===== src/rtl/snake_body_ctrl.sv =====
// Sequencer for the external snake-body direction shift register: fills it after reset,
// recirculates it, inserts head moves and walks the body once per frame. Option: SNAKE_WRAP_EN.
module snake_body_ctrl #(
   parameter int unsigned DEPTH    = 220,
   parameter int unsigned X_BITS   = 5,
   parameter int unsigned Y_BITS   = 4,
   parameter int unsigned FIELD_W  = 20,
   parameter int unsigned FIELD_H  = 11,
   parameter int unsigned INIT_LEN = 3,
   parameter int unsigned START_X  = 10,
   parameter int unsigned START_Y  = 5
) (
   input  logic                       clk,
   input  logic                       rst_n,
   output logic [1:0]                 sr_in,
   input  logic [1:0]                 sr_out,
   input  logic                       move_req,
   input  logic [1:0]                 move_dir,
   input  logic                       move_grow,
   output logic                       move_ack,
   output logic                       busy,
   output logic                       frame_start,
   output logic                       seg_valid,
   output logic                       seg_head,
   output logic [X_BITS-1:0]          seg_x,
   output logic [Y_BITS-1:0]          seg_y,
   output logic [X_BITS-1:0]          head_x,
   output logic [Y_BITS-1:0]          head_y,
   output logic [$clog2(DEPTH)-1:0]   length,
   output logic                       self_hit,
   output logic                       wall_hit
);

   localparam int unsigned PH_W  = $clog2(DEPTH);
   localparam int unsigned LEN_W = $clog2(DEPTH);

   typedef enum logic {S_INIT, S_RUN} state_t;

   state_t             r_state, w_state_nxt;
   logic [PH_W-1:0]    r_fill, w_fill_nxt;
   logic [PH_W-1:0]    r_phase, w_phase_nxt;
   logic [X_BITS-1:0]  r_head_x, w_head_x_nxt, r_cur_x, w_cur_x_nxt;
   logic [Y_BITS-1:0]  r_head_y, w_head_y_nxt, r_cur_y, w_cur_y_nxt;
   logic [LEN_W-1:0]   r_len, w_len_nxt;
   logic               r_flag, w_flag_nxt;
   logic               r_self_hit, w_self_hit_nxt;

   logic               w_last, w_p0, w_valid, w_legal;
   logic [X_BITS-1:0]  w_mv_x, w_bk_x;
   logic [Y_BITS-1:0]  w_mv_y, w_bk_y;

   // Modular +/-1 on a field coordinate
   function automatic logic [X_BITS-1:0] x_step(input logic [X_BITS-1:0] x, input logic up);
      if (up) return (x == X_BITS'(FIELD_W-1)) ? '0 : x + X_BITS'(1);
      return (x == '0) ? X_BITS'(FIELD_W-1) : x - X_BITS'(1);
   endfunction

   function automatic logic [Y_BITS-1:0] y_step(input logic [Y_BITS-1:0] y, input logic up);
      if (up) return (y == Y_BITS'(FIELD_H-1)) ? '0 : y + Y_BITS'(1);
      return (y == '0) ? Y_BITS'(FIELD_H-1) : y - Y_BITS'(1);
   endfunction

   assign w_last  = (r_phase == PH_W'(DEPTH-1));
   assign w_p0    = (r_phase == '0);
   assign w_valid = (r_phase < r_len);

   // Candidate new head, and the walker step back along the entry leaving the register
   always_comb begin
      w_mv_x = r_head_x;
      w_mv_y = r_head_y;
      w_bk_x = r_cur_x;
      w_bk_y = r_cur_y;
      case (move_dir)
         2'd0:    w_mv_x = x_step(r_head_x, 1'b1);
         2'd1:    w_mv_y = y_step(r_head_y, 1'b1);
         2'd2:    w_mv_x = x_step(r_head_x, 1'b0);
         default: w_mv_y = y_step(r_head_y, 1'b0);
      endcase
      case (sr_out)
         2'd0:    w_bk_x = x_step(r_cur_x, 1'b0);
         2'd1:    w_bk_y = y_step(r_cur_y, 1'b0);
         2'd2:    w_bk_x = x_step(r_cur_x, 1'b1);
         default: w_bk_y = y_step(r_cur_y, 1'b1);
      endcase
   end

`ifdef SNAKE_WRAP_EN
   assign w_legal = 1'b1;
`else
   always_comb begin
      w_legal = 1'b1;
      case (move_dir)
         2'd0:    w_legal = (r_head_x != X_BITS'(FIELD_W-1));
         2'd1:    w_legal = (r_head_y != Y_BITS'(FIELD_H-1));
         2'd2:    w_legal = (r_head_x != '0);
         default: w_legal = (r_head_y != '0);
      endcase
   end
`endif

   always_ff @(posedge clk or negedge rst_n) begin
      if (!rst_n) begin
         r_state    <= S_INIT;
         r_fill     <= '0;
         r_phase    <= '0;
         r_head_x   <= X_BITS'(START_X);
         r_head_y   <= Y_BITS'(START_Y);
         r_cur_x    <= X_BITS'(START_X);
         r_cur_y    <= Y_BITS'(START_Y);
         r_len      <= LEN_W'(INIT_LEN);
         r_flag     <= 1'b0;
         r_self_hit <= 1'b0;
      end else begin
         r_state    <= w_state_nxt;
         r_fill     <= w_fill_nxt;
         r_phase    <= w_phase_nxt;
         r_head_x   <= w_head_x_nxt;
         r_head_y   <= w_head_y_nxt;
         r_cur_x    <= w_cur_x_nxt;
         r_cur_y    <= w_cur_y_nxt;
         r_len      <= w_len_nxt;
         r_flag     <= w_flag_nxt;
         r_self_hit <= w_self_hit_nxt;
      end
   end

   always_comb begin
      w_state_nxt    = r_state;
      w_fill_nxt     = r_fill;
      w_phase_nxt    = r_phase;
      w_head_x_nxt   = r_head_x;
      w_head_y_nxt   = r_head_y;
      w_cur_x_nxt    = r_cur_x;
      w_cur_y_nxt    = r_cur_y;
      w_len_nxt      = r_len;
      w_flag_nxt     = r_flag;
      w_self_hit_nxt = r_self_hit;
      sr_in          = 2'd0;
      move_ack       = 1'b0;
      busy           = 1'b0;
      frame_start    = 1'b0;
      seg_valid      = 1'b0;
      seg_head       = 1'b0;
      seg_x          = '0;
      seg_y          = '0;
      wall_hit       = 1'b0;
      case (r_state)
         S_INIT: begin
            busy       = 1'b1;
            w_fill_nxt = r_fill + PH_W'(1);
            if (r_fill == PH_W'(DEPTH-1)) begin
               w_state_nxt = S_RUN;
               w_fill_nxt  = '0;
               w_phase_nxt = '0;
               w_cur_x_nxt = r_head_x;
               w_cur_y_nxt = r_head_y;
               w_flag_nxt  = 1'b0;
            end
         end
         S_RUN: begin
            sr_in       = sr_out;
            seg_x       = r_cur_x;
            seg_y       = r_cur_y;
            seg_valid   = w_valid;
            seg_head    = w_p0;
            frame_start = w_p0;
            w_phase_nxt = w_last ? '0 : r_phase + PH_W'(1);
            w_cur_x_nxt = w_bk_x;
            w_cur_y_nxt = w_bk_y;
            // Collision flag covers body indices 1..length-1 only
            w_flag_nxt  = r_flag | (w_valid && !w_p0 && r_cur_x == r_head_x && r_cur_y == r_head_y);
            if (w_p0) begin
               w_self_hit_nxt = r_flag;
               w_flag_nxt     = 1'b0;
            end
            if (w_last) begin
               w_cur_x_nxt = r_head_x;
               w_cur_y_nxt = r_head_y;
               if (move_req) begin
                  move_ack = 1'b1;
                  if (w_legal) begin
                     // Insert the move: this cycle becomes phase 0 of the new frame
                     sr_in          = move_dir;
                     w_head_x_nxt   = w_mv_x;
                     w_head_y_nxt   = w_mv_y;
                     frame_start    = 1'b1;
                     seg_valid      = 1'b1;
                     seg_head       = 1'b1;
                     seg_x          = w_mv_x;
                     seg_y          = w_mv_y;
                     w_phase_nxt    = PH_W'(1);
                     w_self_hit_nxt = r_flag;
                     w_flag_nxt     = 1'b0;
                     if (move_grow && r_len != LEN_W'(DEPTH-1))
                        w_len_nxt = r_len + LEN_W'(1);
                  end else begin
                     wall_hit = 1'b1;
                  end
               end
            end
         end
         default: w_state_nxt = S_INIT;
      endcase
   end

   assign head_x   = r_head_x;
   assign head_y   = r_head_y;
   assign length   = r_len;
   assign self_hit = r_self_hit;

endmodule

===== config.mk =====
export PLATFORM = sky130hd
export DESIGN_NAME = snake_body_ctrl
export DESIGN_NICKNAME = d
export VERILOG_FILES = /design/src/rtl/snake_body_ctrl.sv
export SDC_FILE = /design/constraint.sdc
export NUM_CORES = 1
export LEC_CHECK = 0
export ABC_AREA = 1
export CAP_MARGIN = 15
export CORE_MARGIN = 4
export CORE_UTILIZATION = 57
export DETAILED_ROUTE_END_ITERATION = 16
export PLACE_DENSITY_LB_ADDON = 0.08
export REMOVE_ABC_BUFFERS = 1
export SETUP_SLACK_MARGIN = 0.15
export SYNTH_ARGS = -nofsm -noshare
export SYNTH_HDL_FRONTEND = slang
export SYNTH_SLANG_ARGS = --single-unit

===== constraint.sdc =====
create_clock -name clk -period 2.05 [get_ports clk]
set_input_delay 0.205 -clock clk [delete_from_list [all_inputs] [get_ports clk]]
set_output_delay 0.205 -clock clk [all_outputs]
set_load 0.005 [all_outputs]

Yosys cells after proc, flatten, opt, wreduce, memory -nomap -nowiden
Cells that the tools add are included.
{ "totals": {"inputBits": 8, "elab_cells": 137, "out_inout_bits": 35, "regBits": 45} }
{ "classes": {"reduce_logical": 21, "n_eq_ne": 18, "bitwise_logic": 2, "n_addsub": 11, "muxes": 74, "magnitude_cmp": 1} }
{ "op_table": {"columns": ["op", "count"], "rows": [
  ["5-bit two-way mux", 12],
  ["4-bit two-way mux", 12],
  ["8-bit two-way mux", 6],
  ["1-bit two-way mux", 31],
  ["5-bit one-hot mux with 2 select lines", 3],
  ["8-bit by 1-bit adder with 8-bit output, second input constant", 3],
  ["4-bit one-hot mux with 2 select lines", 3],
  ["8-bit == test, second input constant", 2],
  ["8-bit one-hot mux with 2 select lines", 1],
  ["5-bit by 1-bit adder with 5-bit output, second input constant", 2],
  ["5-bit == test, second input constant", 2],
  ["5-bit logical NOT", 2],
  ["5-bit by 1-bit subtractor with 5-bit output, second input constant", 2],
  ["4-bit by 1-bit adder with 4-bit output, second input constant", 2],
  ["4-bit == test, second input constant", 2],
  ["4-bit logical NOT", 2],
  ["8-bit logical NOT", 1],
  ["8-bit < comparator", 1],
  ["2-bit two-way mux", 4],
  ["8-bit inequality test, second input constant", 1],
  ["4-bit by 1-bit subtractor with 4-bit output, second input constant", 2],
  ["5-bit == test", 1],
  ["5-bit inequality test, second input constant", 1],
  ["5-bit AND reduction", 1],
  ["other kinds (20)", 28]
]} }

Depth between registers and ports, before layout
Gate-level depths: netlist of run 1.
{ "logic_depth": {"word_depth": 11, "mapped_depth": 12, "depth_no_buf": 11} }

Worst setup path after synthesis of run 1
Ideal clock, no wire load.
{ "synth_path": {"path_type": "register -> output", "startpoint": "register r_head_y[0], in the netlist head_y[0]", "endpoint": "output seg_x[1]", "required_time_ns": 1.845, "arrival_time_ns": 1.649, "path_buffers": 1, "setup_slack_ns": 0.196, "stages_incl_launch_ff": 11, "cell_sequence": "dfstp_2 -> inv_1 -> ha_1 -> nand3_2 -> o21bai_2 -> nand3_4 -> nand3_4 -> buf_6 -> nand2_1 -> nand2_1 -> a21oi_1"} }
{ "synth_between": {"elab_chain_len": 6, "elab_cells_between_ends": 7, "classes_between": "eq/ne (1); mux (5); reduce/logical (1)"} }
{ "synth_rtl": {"columns": ["element", "line", "rtl"], "rows": [
  ["from (decl)", "43", "logic [Y_BITS-1:0] r_head_y, w_head_y_nxt, r_cur_y, w_cur_y_nxt;"],
  ["from (signal assigned)", "107", "r_head_y <= Y_BITS'(START_Y);"],
  ["from (signal assigned)", "118", "r_head_y <= w_head_y_nxt;"],
  ["4-bit inequality test or 4-bit nonzero test (tied branches)", "94, 96", null],
  ["1-bit one-hot mux with 3 select lines *", "92", "case (move_dir)"],
  ["5-bit two-way mux *", "181", "if (w_legal) begin"],
  ["5-bit two-way mux *", "179", "if (move_req) begin"],
  ["5-bit two-way mux *", "176", "if (w_last) begin"],
  ["5-bit two-way mux *", "147", "case (r_state)"],
  ["to (decl)", "25", "output logic [X_BITS-1:0] seg_x,"]
]} }
Mark *: on every way between the ends. The rest lies on a longest branch, timed or not.

Worst setup path in the final report of run 1
{ "layout_path": {"startpoint": "register r_head_x[1], in the netlist head_x[1]", "endpoint": "output seg_y[1]"} }
{ "layout_between": {"elab_chain_len": 6, "elab_cells_between_ends": 7, "classes_between": "eq/ne (1); mux (5); reduce/logical (1)"} }
{ "layout_rtl": {"columns": ["element", "line", "rtl"], "rows": [
  ["from (decl)", "42", "logic [X_BITS-1:0] r_head_x, w_head_x_nxt, r_cur_x, w_cur_x_nxt;"],
  ["from (signal assigned)", "106", "r_head_x <= X_BITS'(START_X);"],
  ["from (signal assigned)", "117", "r_head_x <= w_head_x_nxt;"],
  ["5-bit inequality test or 5-bit nonzero test (tied branches)", "93, 95", null],
  ["1-bit one-hot mux with 3 select lines *", "92", null],
  ["4-bit two-way mux *", "181", null],
  ["4-bit two-way mux *", "179", null],
  ["4-bit two-way mux *", "176", null],
  ["4-bit two-way mux *", "147", null],
  ["to (decl)", "26", "output logic [Y_BITS-1:0] seg_y,"]
]} }
Marked as above.

==> impl_metrics.yaml, run 1 <==
outcome:
  violations: "negative setup slack"
  run_status: "finished with violations"
timing:
  setup_viol: 34
  period_minus_slack_ns: 2.42
  finClkSkew_ns: 0.0141
  period_share: 1.18
  timing.hold.ws_ns: 0.391
  finalHoldViolCount: 0
  setup_repair_after_global_routing_missed_its_margin: "yes"
  timing_worst_slew_pin_value_ns: 0.554
  relSlewSlack: 0.631
  max_clock_freq_mhz: 414
  setup_ws_ns: -0.367
  maxSlewViolCount: 0
placed_design:
  place.detailed.instances: 716
  detailed_place_hpwl_mm: 7.90
  post_dp_cell_area_sq_um: 4760
  port_buffers: 42
  place.gp.congestion: 0.964
die:
  chip_width_microns: 88.4
  floorplan.rows: 29
  fp.coreArea_sq_um: 6310
  initial_core_util: 0.583
  die_h_microns: 88.4
  io_pins: 43
  die-area_sq_um: 7810
critical_path:
  reg2reg_to: "self_hit$_DFFE_PN0P_"
  critical_path_arrival_ns: 2.21
  cp-end-kind: "primary output"
  worst-r2r-setup-slack_ns: -0.09
  rr_worst_depth: 14
  worst_setup_path_start_kind: "flop"
  setup.worst_path.end: "seg_y[1]"
  cp_data_required_time_ns: 1.85
  startpoint: "head_x[1]$_DFFE_PN1P_"
  cp_max_fo: 5
  r2r-start: "head_x[1]$_DFFE_PN1P_"
  timing_worst_setup_path_type: "flop to primary output"
cts:
  path_clk_slew_ns: 0.11
  tritoncts: "yes"
  htree_num_levels: 2
  cts_buffers: 5
  cts_root_buf: "clkbuf_8"
  clock_insertion_delay_worst_skew_ns: 0.33
  cts.sink_count: 45
  cts-root-to-sink-buffers: 2
power:
  cellPowerDensity_nw_per_um2: 348
  report.power.total_uw: 1940
  cellLeakagePower_uw: 0.00264
  vdd_drop_max_uv: 299
final_layout:
  regArea_sq_um: 1140
  design.final.nets: 713
  final_core_util: 0.883
  post-route-cell-area_sq_um: 5570
  top_library_cells_by_usage_in_the_layout_fill_and_taps_aside: "nand2_1, buf_4, inv_1"
  layout.cells.non_filler: 759
  area_growth_pct: 51.3
  area_of_the_multi_input_gates_sq_um: 2590
  n_antenna_cell: 0
  most_common_cell_after_layout_fill_and_taps_aside: "nand2_1"
  n_fill_cell: 303
  fraction_of_layout_cells_with_a_size_suffix_above_1: 0.362
synth:
  mappedNetlistArea_sq_um: 3680
  synthCells: 526
  ys_async_rst_share: 1.00
  synth-edff-count: 0
  seq_area_frac_synth: 0.309
  syn_avg_cell_area_sq_um: 7.00
  synthesized_flop_and_latch_total: 45
  synth.distinct_cells: 40
  yosys_most_used_dff: "dfrtp_1"
  synth-warning-count: 0
global_routing:
  grt_use_total: 0.322
  wire_length_of_the_first_global_routing_pass_mm: 19.7
  number_of_antenna_violations_at_the_first_check_in_global_routing: 0
  grt_max_degree: 27
  grt_pass1_vias: 4155
  grt.overflow.total: 0
drt:
  drt-initial-drc-count: 536
  wl_per_cell_microns: 18.5
  post_drt_via_cell_ratio: 6.09
  via_count: 4624
  route.detailed.drc: 0
  1st_pass_router_iterations: 8
  detail_route.wirelength_mm: 14.0
  route.antenna.remaining_nets: 0
worst_hold_path:
  timing.hold.worst.class: "input pin to async pin"
flow_run:
  max_capacitance_violation_count: 0
-- worst max-delay path: stages, from the launching register on --
cell     delay, ns
dfstp_2       0.62
inv_2         0.08
ha_4          0.17
nand3_4       0.07
nand2_4       0.07
nand3_4       0.17
buf_6         0.13
nand3_4       0.11
nand2_1       0.09
nand2_1       0.07
a21oi_1       0.17
buf_2         0.14
-- flip-flops by register name, summed over array words and instances (netlist names) --
register / flops
r_fill: 8
r_cur_y: 4
self_hit: 1
head_x: 5
head_y: 4
r_flag: 1
r_phase: 8
r_cur_x: 5
r_state: 1
length: 8
-- cell usage after synthesis, types with 6 or more instances --
cell,instances,area share
inv_1,57,0.058
o21ai_0,25,0.034
o211ai_1,9,0.018
inv_2,8,0.0082
dfstp_2,10,0.071
xnor2_1,6,0.014
nand2_1,151,0.15
dfrtp_1,35,0.24
nor2_1,40,0.041
nand4_1,11,0.019
o21ai_1,14,0.019
ha_1,24,0.082
xor2_1,19,0.045
a21oi_1,27,0.037
nand3_1,35,0.048
-- per-layer routing --
layer,GRT usage,routed length [microns],vias to the layer above
met4,0.151,876,0
li1,-,-,2038
met5,0,0,-
met2,0.537,6630,342
met3,0.0484,1310,110
met1,0.411,5190,2134
-- metrics by stage --
stage	setup slack (ns)	TNS, ns
2_1_floorplan	0.0164	0
3_3_place_gp	-0.344	-4.76
3_5_place_dp	-0.409	-6.08
4_1_cts	-0.188	-2.47
5_1_grt	-0.457	-6.34
6_report	-0.367	-5.14
-- kinds of logic (layout without fill, tap and decap cells) --
| logic type | Yosys count | after routing | synth area share |
|---|---|---|---|
| adders and majority gates | 24 | 24 | 0.0815 |
| buffers and inverters | 82 | 235 | 0.0948 |
| xor gates and xnor gates | 25 | 25 | 0.0594 |
| DFF | 45 | 45 | 0.309 |
| AOI/OAI and AO/OA | 90 | 90 | 0.139 |
| and+or+nand+nor | 260 | 263 | 0.317 |
-- power by group --
| part | leakage [uW] | switching, uW | internal, uW |
|---|---|---|---|
| logic | 0.00204 | 156 | 137 |
| clock network | 0.0000591 | 372 | 373 |
| registers | 0.000542 | 6.05 | 895 |
| total | 0.00264 | 534 | 1400 |
-- cell type report --
cell class / count / share of cell area
clock buffer: 5 / 0.0123
multi-input combinational: 402 / 0.464
clock inverter: 3 / 0.00853
sequential: 45 / 0.204
timing repair buffer: 161 / 0.248
inverter: 66 / 0.0458
tap: 77 / 0.0173
-- what timing repair did --
action / in CTS / in global routing
setup buffers: 25 / 5
cloned: 3 / 1
hold endpoints to repair: 13 / 0
hold buffers: 1 / 0
pin swaps: 25 / 28
gates resized for setup: 118 / 64
endpoints found under the setup margin: 30 / 45
-- worst min-delay path by stage --
stage | start | endpoint | slack [ns] | depth (start not counted)
final | rst_n | r_cur_x[2]$_DFFE_PN0P_ | 0.39 | 2
after global routing | rst_n | length[3]$_DFFE_PN0P_ | 0.44 | 2
after CTS | rst_n | length[2]$_DFFE_PN0P_ | 0.40 | 2
after detailed placement | rst_n | length[2]$_DFFE_PN0P_ | 0.21 | 1
after global placement | rst_n | length[2]$_DFFE_PN0P_ | 0.20 | 1
after floorplan | rst_n | head_x[0]$_DFFE_PN0P_ | -0.09 | 0
Note: power is estimated with default switching activity, not from simulation.
==> run 2: changes to the inputs <==
--- a/config.mk
+++ b/config.mk
@@ -16,3 +16,4 @@
 export SYNTH_ARGS = -nofsm -noshare
 export SYNTH_HDL_FRONTEND = slang
 export SYNTH_SLANG_ARGS = --single-unit
+export TNS_END_PERCENT = 20
==> run 2 against run 1 <==
The run still ends with negative setup slack left. Sequential share of layout area increased by 0.61 points. Clock power is 1% lower. Hold slack better by 0.0082 ns. Worst setup slack gained 0.022 ns. Sequential power about the same. Via count shrank 1.8%.
==> impl_metrics.yaml, run 2 (synthesis results as in run 1) <==
power:
  cellPowerDensity_nw_per_um2: 354
  cellLeakagePower_uw: 0.00259
  vdd_drop_max_uv: 341
drt:
  drt-met1-wl_mm: 5.10
  route.top_layer_used: "met4"
  post_drt_via_cell_ratio: 6.02
  met2_wirelength_mm: 6.40
  dr_wl_met3_mm: 1.17
  route.antenna.remaining_nets: 0
  route.detailed.drc: 0
  wl_per_cell_microns: 17.7
  drt-initial-drc-count: 443
  1st_pass_router_iterations: 6
  detail_route.wirelength_mm: 13.4
  via_count: 4542
global_routing:
  grt_use_total: 0.317
  wire_length_of_the_first_global_routing_pass_mm: 19.4
  grt.overflow.total: 0
  number_of_antenna_violations_at_the_first_check_in_global_routing: 0
  grt_max_degree: 27
  grt_pass1_vias: 4117
critical_path:
  cp_max_fo: 5
  r2r-start: "head_x[1]$_DFFE_PN1P_"
  worst-r2r-setup-slack_ns: -0.02
  reg2reg_to: "head_x[0]$_DFFE_PN0P_"
  cp_data_required_time_ns: 1.85
  critical_path_arrival_ns: 2.19
  startpoint: "head_x[1]$_DFFE_PN1P_"
  worst_setup_path_start_kind: "flop"
  rr_worst_depth: 12
  setup.worst_path.end: "seg_x[2]"
  cp-end-kind: "primary output"
  timing_worst_setup_path_type: "flop to primary output"
die:
  die_h_microns: 88.4
  chip_width_microns: 88.4
  io_pins: 43
  fp.coreArea_sq_um: 6310
  die-area_sq_um: 7810
  floorplan.rows: 29
  initial_core_util: 0.583
placed_design:
  port_buffers: 42
  place.gp.congestion: 0.964
  placement.setup.worst_slack_ns: -0.409
  detailed_place_hpwl_mm: 7.90
  post_dp_cell_area_sq_um: 4760
cts:
  path_clk_slew_ns: 0.10
  tritoncts: "yes"
  clock_insertion_delay_worst_skew_ns: 0.32
  cts_buffers: 5
  cts_root_buf: "clkbuf_8"
  htree_num_levels: 2
  cts-root-to-sink-buffers: 2
  cts.sink_count: 45
timing:
  finClkSkew_ns: 0.00555
  period_minus_slack_ns: 2.40
  setup_repair_after_global_routing_missed_its_margin: "yes"
  setup_viol: 17
  finalHoldViolCount: 0
  max_clock_freq_mhz: 417
  period_share: 1.17
  timing.hold.ws_ns: 0.399
  setup_ws_ns: -0.345
  maxSlewViolCount: 0
  relSlewSlack: 0.631
  timing_worst_slew_pin_value_ns: 0.553
  tns_ns: -3.09
final_layout:
  area_of_the_multi_input_gates_sq_um: 2510
  area_growth_pct: 46.9
  design.final.nets: 708
  n_fill_cell: 351
  most_common_cell_after_layout_fill_and_taps_aside: "nand2_1"
  fraction_of_layout_cells_with_a_size_suffix_above_1: 0.326
  top_library_cells_by_usage_in_the_layout_fill_and_taps_aside: "nand2_1, buf_4, inv_1"
  n_antenna_cell: 0
  regArea_sq_um: 1140
  post-route-cell-area_sq_um: 5410
outcome:
  violations: "negative setup slack"
  run_status: "finished with violations"
worst_hold_path:
  timing.hold.worst.class: "input pin to async pin"
flow_run:
  max_capacitance_violation_count: 0
-- run 2: power by group --
| group | internal, uW | switching [uW] |
|---|---|---|
| Clock | 373 | 362 |
| Combinational | 129 | 150 |
| Sequential | 895 | 6.25 |
| Total | 1400 | 518 |
-- run 2: per-stage QoR --
stage	util	std cells	power, uW
3_3_place_gp	0.754	716	1130
4_1_cts	0.834	751	1890
2_1_floorplan	-	510	1000
5_1_grt	0.857	754	1970
6_report	0.857	754	1920
3_5_place_dp	0.754	716	1140
-- run 2: layout make-up --
cell class              instances  share of cell area
clock inverters                 3             0.00879
clock buffers                   5              0.0127
well taps                      77              0.0178
inverters                      66              0.0472
flip-flops and latches         45               0.210
multi-input cells             402               0.464
repair buffers                156               0.239
-- run 2: repair_timing --
| item | 4_1_cts | 5_1_grt |
|---|---|---|
| endpoints found under the hold margin | 13 | 0 |
| gates resized for setup | 113 | 33 |
| setup buffers | 23 | 3 |
| hold buffers | 1 | 0 |
| pin swaps | 23 | 22 |
| endpoints found under the setup margin | 30 | 46 |
| gates cloned | 3 | 0 |
-- run 2: worst min-delay path by stage --
stage / from / endpoint
after detailed placement: rst_n / length[2]$_DFFE_PN0P_
after global routing: rst_n / length[3]$_DFFE_PN0P_
after CTS: rst_n / length[2]$_DFFE_PN0P_
after global placement: rst_n / length[2]$_DFFE_PN0P_
final: rst_n / length[2]$_DFFE_PN0P_
after floorplan: rst_n / head_x[0]$_DFFE_PN0P_
-- run 2: critical path, stage by stage (launching register included) --
cell and delay, ns:
dfstp_2 0.59, inv_2 0.06, ha_4 0.17, nand3_4 0.08, nand2_4 0.07, nand3_4 0.16, nand3_4 0.15, buf_4 0.17
nand2_1 0.05, nand2_1 0.06, nor2_1 0.18, buf_2 0.15
-- run 2: metal layers --
metal / vias up / GRT usage
li1: 2037 / -
met1: 2107 / 0.413
met2: 299 / 0.525
met3: 99 / 0.0475
met4: 0 / 0.135
met5: - / 0
